<file path="src/rtl/sobel_frame_ctrl.sv">
// Frame-boundary controller for the Sobel pipeline: shadowed configuration committed at vsync,
// per-frame line/edge statistics, and optional frame-to-frame auto-threshold steering.
module sobel_frame_ctrl #(
  parameter int unsigned IMG_HEIGHT  = 480,
  parameter int unsigned DEFAULT_THR = 100,
  parameter int unsigned THR_MIN     = 40,
  parameter int unsigned THR_MAX     = 200,
  parameter int unsigned THR_STEP    = 4,
  parameter int unsigned TARGET_LO   = 3000,
  parameter int unsigned TARGET_HI   = 12000,
  parameter int unsigned CNT_W       = 20
) (
  input  logic             clk,
  input  logic             rst,
  input  logic             vsync,
  input  logic             href,
  input  logic             binary_valid,
  input  logic             binary_pixel,
  input  logic             cfg_we,
  input  logic             cfg_sobel_enable,
  input  logic [7:0]       cfg_threshold,
  input  logic [1:0]       cfg_mode,
  input  logic             cfg_auto_en,
  output logic             sobel_enable,
  output logic [7:0]       edge_threshold,
  output logic [1:0]       threshold_mode,
  output logic             cfg_pending,
  output logic             frame_done,
  output logic [CNT_W-1:0] edge_count,
  output logic [9:0]       line_count,
  output logic             frame_err
);

  localparam logic [7:0]       DefaultThr = 8'(DEFAULT_THR);
  localparam logic [8:0]       ThrMin9    = 9'(THR_MIN);
  localparam logic [8:0]       ThrMax9    = 9'(THR_MAX);
  localparam logic [8:0]       ThrStep9   = 9'(THR_STEP);
  localparam logic [CNT_W-1:0] TargetLo   = CNT_W'(TARGET_LO);
  localparam logic [CNT_W-1:0] TargetHi   = CNT_W'(TARGET_HI);
  localparam logic [CNT_W-1:0] EdgeOne    = CNT_W'(1);
  localparam logic [9:0]       ImgHeight  = 10'(IMG_HEIGHT);
  localparam logic [9:0]       LineMax    = 10'h3ff;

  typedef enum logic [1:0] {StIdle, StActive, StEval, StCommit} state_e;

  state_e state_q, state_d;

  logic vsync_q, href_q;
  logic vsync_rise_q, vsync_rise_d;
  logic href_rise_q, href_rise_d;

  logic       sh_en_q, sh_en_d;
  logic [7:0] sh_thr_q, sh_thr_d;
  logic [1:0] sh_mode_q, sh_mode_d;
  logic       sh_auto_q, sh_auto_d;

  logic             sobel_enable_q, sobel_enable_d;
  logic [7:0]       thr_q, thr_d;
  logic [1:0]       mode_q, mode_d;
  logic             cfg_pending_q, cfg_pending_d;
  logic             frame_done_q, frame_done_d;
  logic [CNT_W-1:0] edge_count_q, edge_count_d;
  logic [9:0]       line_count_q, line_count_d;
  logic             frame_err_q, frame_err_d;

  logic [CNT_W-1:0] run_edges_q, run_edges_d;
  logic [9:0]       run_lines_q, run_lines_d;

  // 9-bit views of the threshold so step arithmetic never wraps before clamping.
  logic [8:0] thr_ext, thr_inc;
  assign thr_ext = {1'b0, thr_q};
  assign thr_inc = thr_ext + ThrStep9;

  always_comb begin
    state_d        = state_q;
    vsync_rise_d   = vsync & ~vsync_q;
    href_rise_d    = href & ~href_q;
    sh_en_d        = sh_en_q;
    sh_thr_d       = sh_thr_q;
    sh_mode_d      = sh_mode_q;
    sh_auto_d      = sh_auto_q;
    sobel_enable_d = sobel_enable_q;
    thr_d          = thr_q;
    mode_d         = mode_q;
    cfg_pending_d  = cfg_pending_q;
    frame_done_d   = 1'b0;
    edge_count_d   = edge_count_q;
    line_count_d   = line_count_q;
    frame_err_d    = frame_err_q;
    run_edges_d    = run_edges_q;
    run_lines_d    = run_lines_q;

    if (cfg_we) begin
      sh_en_d   = cfg_sobel_enable;
      sh_thr_d  = cfg_threshold;
      sh_mode_d = cfg_mode;
      sh_auto_d = cfg_auto_en;
    end

    unique case (state_q)
      StIdle: begin
        if (vsync_rise_q) state_d = StCommit;
      end
      StActive: begin
        if (href_rise_q && (run_lines_q != LineMax)) run_lines_d = run_lines_q + 10'd1;
        if (binary_valid && binary_pixel && (run_edges_q != '1)) begin
          run_edges_d = run_edges_q + EdgeOne;
        end
        if (vsync_rise_q) state_d = StEval;
      end
      StEval: begin
        edge_count_d = run_edges_q;
        line_count_d = run_lines_q;
        frame_err_d  = (run_lines_q != ImgHeight);
        frame_done_d = 1'b1;
        if (sh_auto_q) begin
          if (run_edges_q > TargetHi) begin
            thr_d = (thr_inc > ThrMax9) ? ThrMax9[7:0] : thr_inc[7:0];
          end else if (run_edges_q < TargetLo) begin
            thr_d = (thr_ext < (ThrMin9 + ThrStep9)) ? ThrMin9[7:0] : 8'(thr_ext - ThrStep9);
          end
        end
        state_d = StCommit;
      end
      StCommit: begin
        sobel_enable_d = sh_en_q;
        mode_d         = sh_mode_q;
        // In auto mode the active threshold carries over, so enabling auto starts from it.
        if (!sh_auto_q) thr_d = sh_thr_q;
        run_edges_d    = '0;
        run_lines_d    = '0;
        cfg_pending_d  = 1'b0;
        state_d        = StActive;
      end
      default: state_d = StIdle;
    endcase

    // A write landing in the commit cycle stays pending for the next frame.
    if (cfg_we) cfg_pending_d = 1'b1;
  end

  always_ff @(posedge clk or posedge rst) begin
    if (rst) begin
      state_q        <= StIdle;
      vsync_q        <= 1'b0;
      href_q         <= 1'b0;
      vsync_rise_q   <= 1'b0;
      href_rise_q    <= 1'b0;
      sh_en_q        <= 1'b0;
      sh_thr_q       <= DefaultThr;
      sh_mode_q      <= 2'd0;
      sh_auto_q      <= 1'b0;
      sobel_enable_q <= 1'b0;
      thr_q          <= DefaultThr;
      mode_q         <= 2'd0;
      cfg_pending_q  <= 1'b0;
      frame_done_q   <= 1'b0;
      edge_count_q   <= '0;
      line_count_q   <= '0;
      frame_err_q    <= 1'b0;
      run_edges_q    <= '0;
      run_lines_q    <= '0;
    end else begin
      state_q        <= state_d;
      vsync_q        <= vsync;
      href_q         <= href;
      vsync_rise_q   <= vsync_rise_d;
      href_rise_q    <= href_rise_d;
      sh_en_q        <= sh_en_d;
      sh_thr_q       <= sh_thr_d;
      sh_mode_q      <= sh_mode_d;
      sh_auto_q      <= sh_auto_d;
      sobel_enable_q <= sobel_enable_d;
      thr_q          <= thr_d;
      mode_q         <= mode_d;
      cfg_pending_q  <= cfg_pending_d;
      frame_done_q   <= frame_done_d;
      edge_count_q   <= edge_count_d;
      line_count_q   <= line_count_d;
      frame_err_q    <= frame_err_d;
      run_edges_q    <= run_edges_d;
      run_lines_q    <= run_lines_d;
    end
  end

  assign sobel_enable   = sobel_enable_q;
  assign edge_threshold = thr_q;
  assign threshold_mode = mode_q;
  assign cfg_pending    = cfg_pending_q;
  assign frame_done     = frame_done_q;
  assign edge_count     = edge_count_q;
  assign line_count     = line_count_q;
  assign frame_err      = frame_err_q;

endmodule

</file>
<file path="config.mk">
export PLATFORM = sky130hd
export DESIGN_NAME = sobel_frame_ctrl
export DESIGN_NICKNAME = d
export VERILOG_FILES = /design/src/rtl/sobel_frame_ctrl.sv
export SDC_FILE = /design/constraint.sdc
export NUM_CORES = 1
export LEC_CHECK = 0
export ABC_AREA = 0
export CAP_MARGIN = 10
export CORE_MARGIN = 4
export CORE_UTILIZATION = 45
export CTS_CLUSTER_SIZE = 40
export DETAILED_ROUTE_END_ITERATION = 6
export PLACE_DENSITY = 0.66
export SYNTH_ARGS = -nofsm -noshare
export SYNTH_HDL_FRONTEND = slang
export SYNTH_SLANG_ARGS = --single-unit
</file>
<file path="constraint.sdc">
create_clock -name clk -period 2.9 [get_ports clk]
set_input_delay 0.29 -clock clk [delete_from_list [all_inputs] [get_ports clk]]
set_output_delay 0.29 -clock clk [all_outputs]
set_load 0.03 [all_outputs]
</file>
---- Yosys cells after proc, flatten, opt, wreduce, memory -nomap -nowiden ----
Cells that the tools add are included.
operators by class
  add/sub/neg operators ................... 4
  $mul .................................... 0
  div/mod/pow operators ................... 0
  magnitude comparators ................... 4
  eq/ne operators ......................... 13
  shifts and indexed selects .............. 0
  multiplexer cells ....................... 17
  bitwise operators ....................... 4
  reductions and logical operators ........ 11
operators with widths
  kind                                                              number
  two-way mux 8 bit                                                 6
  one-hot mux 20 bit (2 select lines)                               1
  adder 20 x 1 -> 20 bit (second input constant)                    1
  greater-than comparator 20 x 14 -> 1 bit (second input constant)  1
  less-than comparator 20 x 12 -> 1 bit (second input constant)     1
  two-way mux 20 bit                                                1
  inequality test 20 bit (second input constant)                    1
  one-hot mux 10 bit (2 select lines)                               1
  one-hot mux 8 bit (2 select lines)                                1
  inequality test 2 bit (second input constant)                     6
  adder 10 x 1 -> 10 bit (second input constant)                    1
  two-way mux 10 bit                                                1
  inequality test 10 bit (second input constant)                    1
  inequality test 10 x 9 -> 1 bit (second input constant)           1
  adder 8 x 3 -> 9 bit (second input constant)                      1
  greater-than comparator 9 x 8 -> 1 bit (second input constant)    1
  less-than comparator 8 x 6 -> 1 bit (second input constant)       1
  one-hot mux 2 bit (4 select lines)                                1
  subtractor 8 x 3 -> 8 bit (second input constant)                 1
  AND reduction 2 bit                                               3
  nonzero test 2 bit                                                3
  == test 2 bit (second input constant)                             2
  two-way mux 2 bit                                                 2
  AND reduction 4 bit                                               1
  other kinds (7)                                                   13
storage, ports and cells
  bits in registers ....................... 92
  bits in latches ......................... 0
  bits in writable memories ............... 0
  memory bits (read-only) ................. 0
  input port bits ......................... 19
  output and inout port bits .............. 44
  word-level logic and storage cells ...... 72
  memories ................................ 0

---- Logic depth before layout (Yosys ltp) ----
Gate-level depths: netlist of the first run.
  word-level depth ........................ 6
  gate-level depth with buffers ........... 9
  mapped depth without buffers ............ 8

---- Least setup slack after synthesis of the first run ----
No wires, ideal clock.
  path type ............................... register to register
  start point ............................. register run_edges_q[14]
  end point ............................... register thr_q[4], in the netlist edge_threshold[4]
  data arrival time ....................... 2.118 ns
  required time ........................... 2.763 ns
  setup slack ............................. 0.645 ns
  stages on the path, launching flop included .. 8
  clock period less this slack ............ 2.255 ns
  cells stage by stage .................... dfrtp_1 -> or4_4 -> a2111oi_4 -> nand2_2 -> buf_6 -> a32o_1 -> a211oi_1 -> o32ai_1
between the ends
  cells in the longest elaborated chain, start to end .. 4
ends and longest elaborated chain
  element                                   RTL line  source
  from (decl)                               66        logic [CNT_W-1:0] run_edges_q, run_edges_d;
  from (signal assigned)                    181       run_edges_q <= run_edges_d;
  greater-than comparator 20 x 14 -> 1 bit  117       if (run_edges_q > TargetHi) begin
  two-way mux 8 bit                         117
  two-way mux 8 bit                         116       if (sh_auto_q) begin
  one-hot mux 8 bit (2 select lines)        100       unique case (state_q)
  to (signal assigned)                      154       thr_q <= DefaultThr;
  to (signal assigned)                      174       thr_q <= thr_d;
  to (decl)                                 58        logic [7:0] thr_q, thr_d;
Several ways; a longest one is shown, not always the timed one. The select of a mux whose other input is x is not followed.
A chain may end at the register's enable or synchronous reset.

---- Worst setup path in the final report of the first run ----
  start point ............................. register run_edges_q[14]
  end point ............................... register thr_q[0], in the netlist edge_threshold[0]
Same word-level chain as after synthesis.

==> results of run 1 <==
state kept, by name, summed over array words and instances, names as in the netlist:
| register | cells |
|---|---|
| sh_en_q | 1 |
| run_lines_q | 10 |
| threshold_mode | 2 |
| edge_count | 20 |
| href_rise_q | 1 |
| href_q | 1 |
| sh_thr_q | 8 |
| cfg_pending | 1 |
| edge_threshold | 8 |
| sh_mode_q | 2 |
| run_edges_q | 20 |
| vsync_rise_q | 1 |
| frame_err | 1 |
| sobel_enable | 1 |
| line_count | 10 |
| vsync_q | 1 |
| frame_done | 1 |
| sh_auto_q | 1 |
| state_q | 2 |
cells by family (layout without fill, tap and decap cells):
group / count (synthesis) / in the layout / share of synthesized area (%)
xor+xnor: 20 / 20 / 3.954
compound gates: 71 / 71 / 11.55
simple gates: 219 / 219 / 23.16
buf+inv: 39 / 101 / 3.501
fa+ha+maj: 7 / 7 / 1.977
flops: 92 / 92 / 52.13
mux: 15 / 15 / 3.728
Yosys cell counts, drive strengths merged, types with 5 or more instances:
master / count / area [sq um]
a21oi: 9 / 45.04
a31oi: 7 / 43.79
and2: 5 / 31.28
and4: 8 / 70.07
buf: 6 / 31.27
clkbuf: 18 / 67.56
dfrtp: 86 / 2152
dfstp: 6 / 157.7
ha: 7 / 87.58
inv: 15 / 56.30
mux2: 12 / 135.1
nand2: 112 / 422.9
nand3: 16 / 80.08
nand4: 9 / 56.30
nor2: 34 / 127.6
nor2b: 5 / 31.28
o21ai: 22 / 110.1
or3: 7 / 43.79
xnor2: 12 / 105.1
xor2: 8 / 70.07
power breakdown:
part	leakage [nW]	switching [W]	internal, W	total, W
Combinational	1.09	0.000777	0.000553	0.00133
Sequential	1.20	0.000248	0.00147	0.00172
Clock	0.102	0.000464	0.000409	0.000873
Total	2.39	0.00149	0.00243	0.00392
stage by stage:
step                util (%)  instance area [sq um]  total power, W  worst slack (ps)
CTS                    57.20                   5385        0.003961             432.5
global placement       55.10                   5187        0.003050             504.5
detailed placement     55.10                   5187        0.003081             437.8
finish                 57.20                   5385        0.003924             416.7
floorplan                  -                   4431        0.002558             228.0
global route           57.20                   5385        0.004165             257.0
cell type report:
type | instances | area [sq um]
Timing Repair Buffer | 70 | 693.2
Fill cell | 862 | 4030
Multi-Input combinational cell | 332 | 1966
Clock inverter | 6 | 70.07
Inverter | 15 | 57.56
Tap cell | 129 | 161.4
Clock buffer | 10 | 127.6
Sequential cell | 92 | 2310
worst register-to-register path, delay by kind of cell (launching register included):
family	cells	cell delay [ps]
compound gates	4	1210
simple gates	2	800
flops	1	440
layer usage:
layer | part of all wire, % | up-vias | GRT usage [%]
met2 | 46 | 70 | 28.28
li1 | - | 1718 | -
met1 | 47 | 1734 | 26.24
met3 | 4.2 | 16 | 3.251
met4 | 2.2 | 0 | 6.393
met5 | 0 | - | 0
path summary, 6_finish.rpt:
path / start / to / slack [ps] / depth (start not counted)
max in group asynchronous: rst / run_edges_q[15] / 1920 / 3
min reg2reg: href_q / href_rise_q / 390 / 1
max: run_edges_q[14] / edge_threshold[0] / 420 / 6
max reg2reg: run_edges_q[14] / edge_threshold[0] / 420 / 6
min: rst / sh_mode_q[0] / 270 / 2
min in group clk: vsync / vsync_q / 380 / 1
==> metrics.cfg, run 1 <==
[logic_synthesis]
syn_area_per_cell_sq_um = 9.569
synthArstFlopShare_pct = 100.0
ys_seq_area_share_pct = 52.13
synth_area_sq_um = 4430
syn_nets = 489
ys_types = 62
synth_top_flop_cell = dfrtp_1
synth_edf_count = 0
synth_cells = 463
ys_ff_latch = 92
yosysWarnings = 0

[floorplanning]
initial_core_util_pct = 47.06
ios = 63
die_w_um = 107.2
die_h_um = 107.2
die_area_sq_um = 11500
design.core.area_sq_um = 9415
rows = 35

[final_layout]
drive_gt1_share_pct = 9.333
antenna_cells = 0
area_growth_pct = 21.55
stdcell_count = 654
final_common_cell = nand2_1
final_nets = 546
layout_common_cells = nand2_1 (111), dfrtp_1 (86), clkdlybuf4s50_1 (62)

[global_routing]
antenna_found_initial = 0
overflow = 0
grt_pass1_wl_mm = 17.11
grt_util_all_layers_pct = 18.41
grt_start_max_net_pins = 64
first_global_vias = 3461

[placement]
dp_hpwl_mm = 7.252
port_buffers = 62
placedCellCount = 638
routabilityCongestion = 0.8876

[clocking]
cts_tree = yes
ctsResizeCount = 0
clk_latency_ps = 360
hold_buffers = 0
post_cts.repair.setup_buffers = 0
root_buffer = clkbuf_8
cts.clk_slew.worst_paths_ps = 100
h-tree-depth = 3
clockBufferDepth = 2
cts_buffers = 9
cts_num_sinks = 92

[drt]
wl_per_cell_um = 15.37
wl_mm = 10.05
routed_via_density = 5.410
drt-pass1-iter-count = 4
drc = 0
antenna_left = 0
drt-initial-drc-count = 130
vias = 3538

[setup_path]
cp-end-kind = flop
start_kind = flop
critPathTopFamily = compound AO/OA/AOI/OAI gates
path_class = flop to flop
crit_fanout = 11
worstPathCellList = or4_4 > a2111oi_4 > nand2_2 > o221ai_2 > o21bai_1 > a22o_1
crit_arrival_ps = 2780
slowest_delay_ps = 560
cp_data_required_time_ps = 3190
path_buf_inv = 0
critical_path.slowest_cell = or4_4

[run_status]
status = finished clean

[sta]
maxSlewHeadroom_pct = 58.96
whs_ps = 272.9
finalSetupTns_ps = 0
timing.final.max_slew_violations = 0
tightest_slew_ps = 607.6
clock_skew_ps = 10.64
fmax_ghz = 0.4027
finalCritPeriodShare_pct = 85.63
rsz0062_at_grt = false
setup_viol = 0
min_period_ps = 2483
finalHoldViolations = 0

[power_and_ir_drop]
leakage_nw = 2.395
vdd_drop_max_mv = 0.2923
power_density_nw_per_um2 = 728.6

[run]
max_cap_violations = 0

[hold_path]
min_path_type = input port to asynchronous set/reset pin

Note: power is estimated with default switching activity, not from simulation.
==> run 2: changes to the inputs <==
- PLACE_DENSITY: 0.66 -> 0.75
==> metrics.cfg, run 2 (synthesis gave the netlist of run 1 again) <==
[run_status]
status = finished clean  ; unchanged

[sta]
setup_viol = 0  ; unchanged
maxSlewHeadroom_pct = 50.59  ; was 58.96%
min_period_ps = 2479  ; was 2483 ps
finalHoldViolations = 0  ; unchanged
whs_ps = 311.9  ; was 272.9 ps
clock_skew_ps = 12.01  ; was 10.64 ps
tightest_slew_ps = 741.2  ; was 607.6 ps
setup_slack_ps = 421.2  ; was 416.7 ps
finalCritPeriodShare_pct = 85.48  ; was 85.63%
fmax_ghz = 0.4034  ; was 0.4027 GHz
finalSetupTns_ps = 0  ; unchanged
timing.final.max_slew_violations = 0  ; unchanged
rsz0062_at_grt = false  ; unchanged

[clocking]
cts_num_sinks = 92  ; unchanged
cts_tree = yes  ; unchanged
post_cts.repair.setup_buffers = 0  ; unchanged
cts.clk_slew.worst_paths_ps = 90  ; was 100 ps
clockBufferDepth = 2  ; unchanged
ctsResizeCount = 0  ; unchanged
clk_latency_ps = 360  ; about the same
h-tree-depth = 3  ; unchanged
hold_buffers = 0  ; unchanged
cts_buffers = 9  ; unchanged
root_buffer = clkbuf_8  ; unchanged

[floorplanning]
die_w_um = 107.2  ; unchanged
design.core.area_sq_um = 9415  ; unchanged
die_area_sq_um = 11500  ; unchanged
rows = 35  ; unchanged
ios = 63  ; unchanged
die_h_um = 107.2  ; unchanged
initial_core_util_pct = 47.06  ; unchanged

[final_layout]
final_common_cell = nand2_1  ; unchanged
stdcell_area_sq_um = 5386  ; was 5385 sq um
final_nets = 543  ; was 546
drive_gt1_share_pct = 8.829  ; was 9.333%
area_growth_pct = 21.58  ; was 21.55%
antenna_cells = 0  ; unchanged
layout_common_cells = nand2_1 (111), dfrtp_1 (86), clkdlybuf4s50_1 (62)  ; unchanged
utilization_pct = 57.21  ; was 57.20%

[setup_path]
cp-end-kind = flop  ; unchanged
r2r.worst_path.cells = 6  ; unchanged
timing.rr.start = run_edges_q[14]  ; unchanged
crit_fanout = 11  ; unchanged
rrSetupSlack_ps = 420  ; about the same
cp_data_required_time_ps = 3200  ; was 3190 ps
crit_arrival_ps = 2780  ; about the same
setup.worst_path.start = run_edges_q[14]  ; unchanged
r2r_end = edge_threshold[0]  ; unchanged
path_class = flop to flop  ; unchanged
start_kind = flop  ; unchanged

[power_and_ir_drop]
vdd_drop_max_mv = 0.3402  ; was 0.2923 mV
leakage_nw = 2.384  ; was 2.395 nW
power_density_nw_per_um2 = 738.5  ; was 728.6 nW/um^2

[placement]
dp_hpwl_mm = 7.109  ; was 7.252 mm
place_area_sq_um = 5165  ; was 5187 sq um
routabilityCongestion = 0.9062  ; was 0.8876
port_buffers = 62  ; unchanged
place_ws_ps = 449.1  ; was 437.8 ps

[global_routing]
grt_pass1_wl_mm = 17.40  ; was 17.11 mm
grt_start_max_net_pins = 93  ; was 64
antenna_found_initial = 0  ; unchanged
first_global_vias = 3549  ; was 3461
grt_util_all_layers_pct = 18.85  ; was 18.41%
overflow = 0  ; unchanged

[drt]
antenna_left = 0  ; unchanged
vias = 3589  ; was 3538
wl_mm = 10.17  ; was 10.05 mm
drt-initial-drc-count = 221  ; was 130
drt-pass1-iter-count = 5  ; was 4
wl_per_cell_um = 15.64  ; was 15.37 um
drc = 0  ; unchanged
routed_via_density = 5.522  ; was 5.410

[run]
max_cap_violations = 0  ; unchanged

[hold_path]
min_path_type = input port to asynchronous set/reset pin  ; unchanged

[run 2: cell types whose count changed in the layout (fill, tap and decap cells not counted), sizes merged]
cell      previous run  this run
bufinv               1         2
buf                  8         5
clkinvlp             0         2
clkinv               3         1
inv                 17        15
[run 2: final cells by class]
class	instances	area, sq um
fill	830	4029
clock inverter	5	83.83
tap	129	161.4
sequential	92	2310
clock buffer	10	137.6
inverter	15	57.56
timing repair buffer	67	670.6
multi-input combinational	332	1966
[run 2: critical path, cell delays in order (launching register included)]
cell and delay (ps):
dfrtp_1 440, or4_4 570, a2111oi_4 430, nand2_2 240, o221ai_2 400, o21bai_1 190, a22o_1 150
[run 2: worst max-delay path by stage]
stage | endpoint | depth (start not counted)
finish | edge_threshold[0] | 6
global route | edge_threshold[1] | 6
floorplan | cfg_pending | 1
global placement | run_edges_q[17] | 6
CTS | edge_threshold[0] | 6
detailed placement | run_edges_q[15] | 6
[run 2: routing by layer]
metal	vias to the layer above	track usage, %	part of all wire (%)
met5	-	0	0
met4	0	6.484	1.6
met3	17	3.311	4.9
met2	115	29.71	48
met1	1751	26.27	45
li1	1706	-	-
[run 2: metrics by stage]
| stage | total power [W] | cells |
|---|---|---|
| floorplan | 0.002558 | 463 |
| global placement | 0.003013 | 635 |
| detailed placement | 0.003043 | 635 |
| CTS | 0.004001 | 650 |
| global route | 0.004221 | 650 |
| finish | 0.003978 | 650 |
[run 2: report_power, final]
part / leakage, nW / internal, W / switching [W] / total (W)
sequential: 1.20 / 0.00147 / 0.000245 / 0.00172
clock: 0.105 / 0.000507 / 0.000449 / 0.000957
combinational: 1.08 / 0.000537 / 0.000767 / 0.00130
==> run 3: changes to the inputs <==
- CAP_MARGIN: 10 -> 0
- RECOVER_POWER: default -> 100
==> metrics.cfg, run 3 (synthesis gave the netlist of run 1 again) <==
[final_layout]
antenna_cells = 0  ; unchanged
layout_common_cells = nand2_1 (111), dfrtp_1 (86), dlygate4sd3_1 (48)  ; was nand2_1 (111), dfrtp_1 (86), clkdlybuf4s50_1 (62)
area_growth_pct = 20.81  ; was 21.58%
utilization_pct = 56.85  ; was 57.21%
final_common_cell = nand2_1  ; unchanged
drive_gt1_share_pct = 7.869  ; was 8.829%
stdcell_count = 650  ; unchanged
stdcell_area_sq_um = 5353  ; was 5386 sq um
fillers = 839  ; was 830
final_nets = 543  ; unchanged

[power_and_ir_drop]
leakage_nw = 2.470  ; was 2.384 nW
p_switching_w = 0.001451  ; was 0.001462 W
power_frac_clock_pct = 24.4  ; was 24.0%
power_density_nw_per_um2 = 730.6  ; was 738.5 nW/um^2
vdd_drop_max_mv = 0.3383  ; was 0.3402 mV
seqPwrFrac_pct = 43.8  ; was 43.2%
switching_share_pct = 37.12  ; was 36.74%
internal-power_w = 0.002459  ; was 0.002516 W
combPwrFrac_pct = 31.8  ; was 32.8%

[sta]
clock_skew_ps = 11.09  ; was 12.01 ps
fmax_ghz = 0.3952  ; was 0.4034 GHz
min_period_ps = 2530  ; was 2479 ps
setup_viol = 0  ; unchanged
rsz0062_at_grt = false  ; unchanged
maxSlewHeadroom_pct = -31.82  ; was 50.59%
finalCritPeriodShare_pct = 87.25  ; was 85.48%
tightest_slew_ps = 1977  ; was 741.2 ps
timing.final.max_slew_violations = 93  ; was 0
finalSetupTns_ps = 0  ; unchanged
finalHoldViolations = 0  ; unchanged

[run]
max_cap_violations = 1  ; was 0

[placement]
place_area_sq_um = 5165  ; unchanged
dp_hpwl_mm = 7.109  ; unchanged
port_buffers = 62  ; unchanged
placedCellCount = 635  ; unchanged
routabilityCongestion = 0.9062  ; unchanged

[global_routing]
antenna_found_initial = 0  ; unchanged
grt_util_all_layers_pct = 18.85  ; unchanged
grt_pass1_wl_mm = 17.40  ; unchanged
overflow = 0  ; unchanged
first_global_vias = 3549  ; unchanged
grt_start_max_net_pins = 93  ; unchanged

[clocking]
root_buffer = clkbuf_8  ; unchanged
ctsResizeCount = 0  ; unchanged
cts_num_sinks = 92  ; unchanged
post_cts.repair.setup_buffers = 0  ; unchanged
cts_buffers = 9  ; unchanged
cts.clk_slew.worst_paths_ps = 90  ; about the same
cts_tree = yes  ; unchanged
clk_latency_ps = 360  ; about the same
h-tree-depth = 3  ; unchanged
clockBufferDepth = 2  ; unchanged
hold_buffers = 0  ; unchanged

[drt]
drt-initial-drc-count = 212  ; was 221
wl_mm = 10.20  ; was 10.17 mm
routed_via_density = 5.514  ; was 5.522
vias = 3584  ; was 3589
wl_per_cell_um = 15.69  ; was 15.64 um
drc = 0  ; unchanged
drt-pass1-iter-count = 4  ; was 5
antenna_left = 0  ; unchanged

[floorplanning]
die_w_um = 107.2  ; unchanged
initial_core_util_pct = 47.06  ; unchanged
ios = 63  ; unchanged
die_h_um = 107.2  ; unchanged
die_area_sq_um = 11500  ; unchanged
design.core.area_sq_um = 9415  ; unchanged
rows = 35  ; unchanged

[setup_path]
cp_data_required_time_ps = 3140  ; was 3200 ps
crit_fanout = 18  ; was 11
start_kind = flop  ; unchanged
crit_arrival_ps = 2770  ; was 2780 ps
cp-end-kind = flop  ; unchanged
path_class = flop to flop  ; unchanged
rrSetupSlack_ps = 370  ; was 420 ps

[run_status]
status = finished with violations  ; was finished clean
violations = max-capacitance violations, max-slew violations

[hold_path]
min_path_type = flop to flop  ; was input port to asynchronous set/reset pin

==> run 3: cell types whose count changed in the layout (fill, tap and decap cells not counted) <==
cell,previous run,this run
buf_12,1,0
dlygate4sd3_1,0,48
buf_2,0,1
clkinvlp_2,0,1
or4_4,1,0
clkbuf_1,0,4
clkinv_2,1,0
clkdlybuf4s50_1,62,14
and2_1,5,2
and2_0,0,3
buf_4,4,0
or4_1,2,3
==> run 3: worst paths after layout <==
kind,cells past startpoint,from,endpoint
worst max-delay path,5,state_q[0],run_edges_q[2]
worst min-delay path,1,vsync_q,vsync_rise_q
worst max register to register,5,state_q[0],run_edges_q[2]
worst min register to register,1,vsync_q,vsync_rise_q
max in group asynchronous,3,rst,edge_count[7]
min in group asynchronous,3,rst,sh_thr_q[1]
==> run 3: area by class of cell <==
type / count / area, sq um / area share, %
multi-input cells: 332 / 1962 / 36.65
inverters: 15 / 57.56 / 1.075
well taps: 129 / 161.4 / 3.015
flip-flops and latches: 92 / 2310 / 43.15
repair buffers: 67 / 640.6 / 11.97
clock inverters: 5 / 83.83 / 1.566
clock buffers: 10 / 137.6 / 2.571
==> run 3: through the flow <==
| step | hold slack [ps] | power (W) | worst slack [ps] |
|---|---|---|---|
| floorplan | 321.4 | 0.002558 | 228.0 |
| global placement | 383.3 | 0.003013 | 514.8 |
| detailed placement | 393.3 | 0.003043 | 449.1 |
| CTS | 370.1 | 0.004001 | 448.0 |
| global route | 416.6 | 0.004158 | 158.7 |
| finish | 401.4 | 0.003910 | 369.7 |
==> run 3: worst max-delay path: stages (launching register included) <==
cell	delay [ps]
dfrtp_1	570
and2_0	910
clkbuf_1	660
nor2_1	110
o21ai_0	100
a31oi_1	50
==> run 3: power by group through the flow <==
stage / Combinational (W) / Clock (W) / Sequential [W]
5_1_grt: 0.00136 / 0.00104 / 0.00175
2_1_floorplan: 0.000711 / 0 / 0.00185
3_5_place_dp: 0.00131 / 0 / 0.00174
6_report: 0.00125 / 0.000953 / 0.00171
3_3_place_gp: 0.00129 / 0 / 0.00173
4_1_cts: 0.00131 / 0.000974 / 0.00171
==> run 3: layer usage <==
metal | vias to the layer above | track usage (%) | wire length [um] | part of all wire (%)
met2 | 114 | 29.71 | 4832 | 47
li1 | 1714 | - | - | -
met5 | - | 0 | 0 | 0
met4 | 0 | 6.484 | 186 | 1.8
met3 | 19 | 3.311 | 589 | 5.8
met1 | 1737 | 26.27 | 4592 | 45
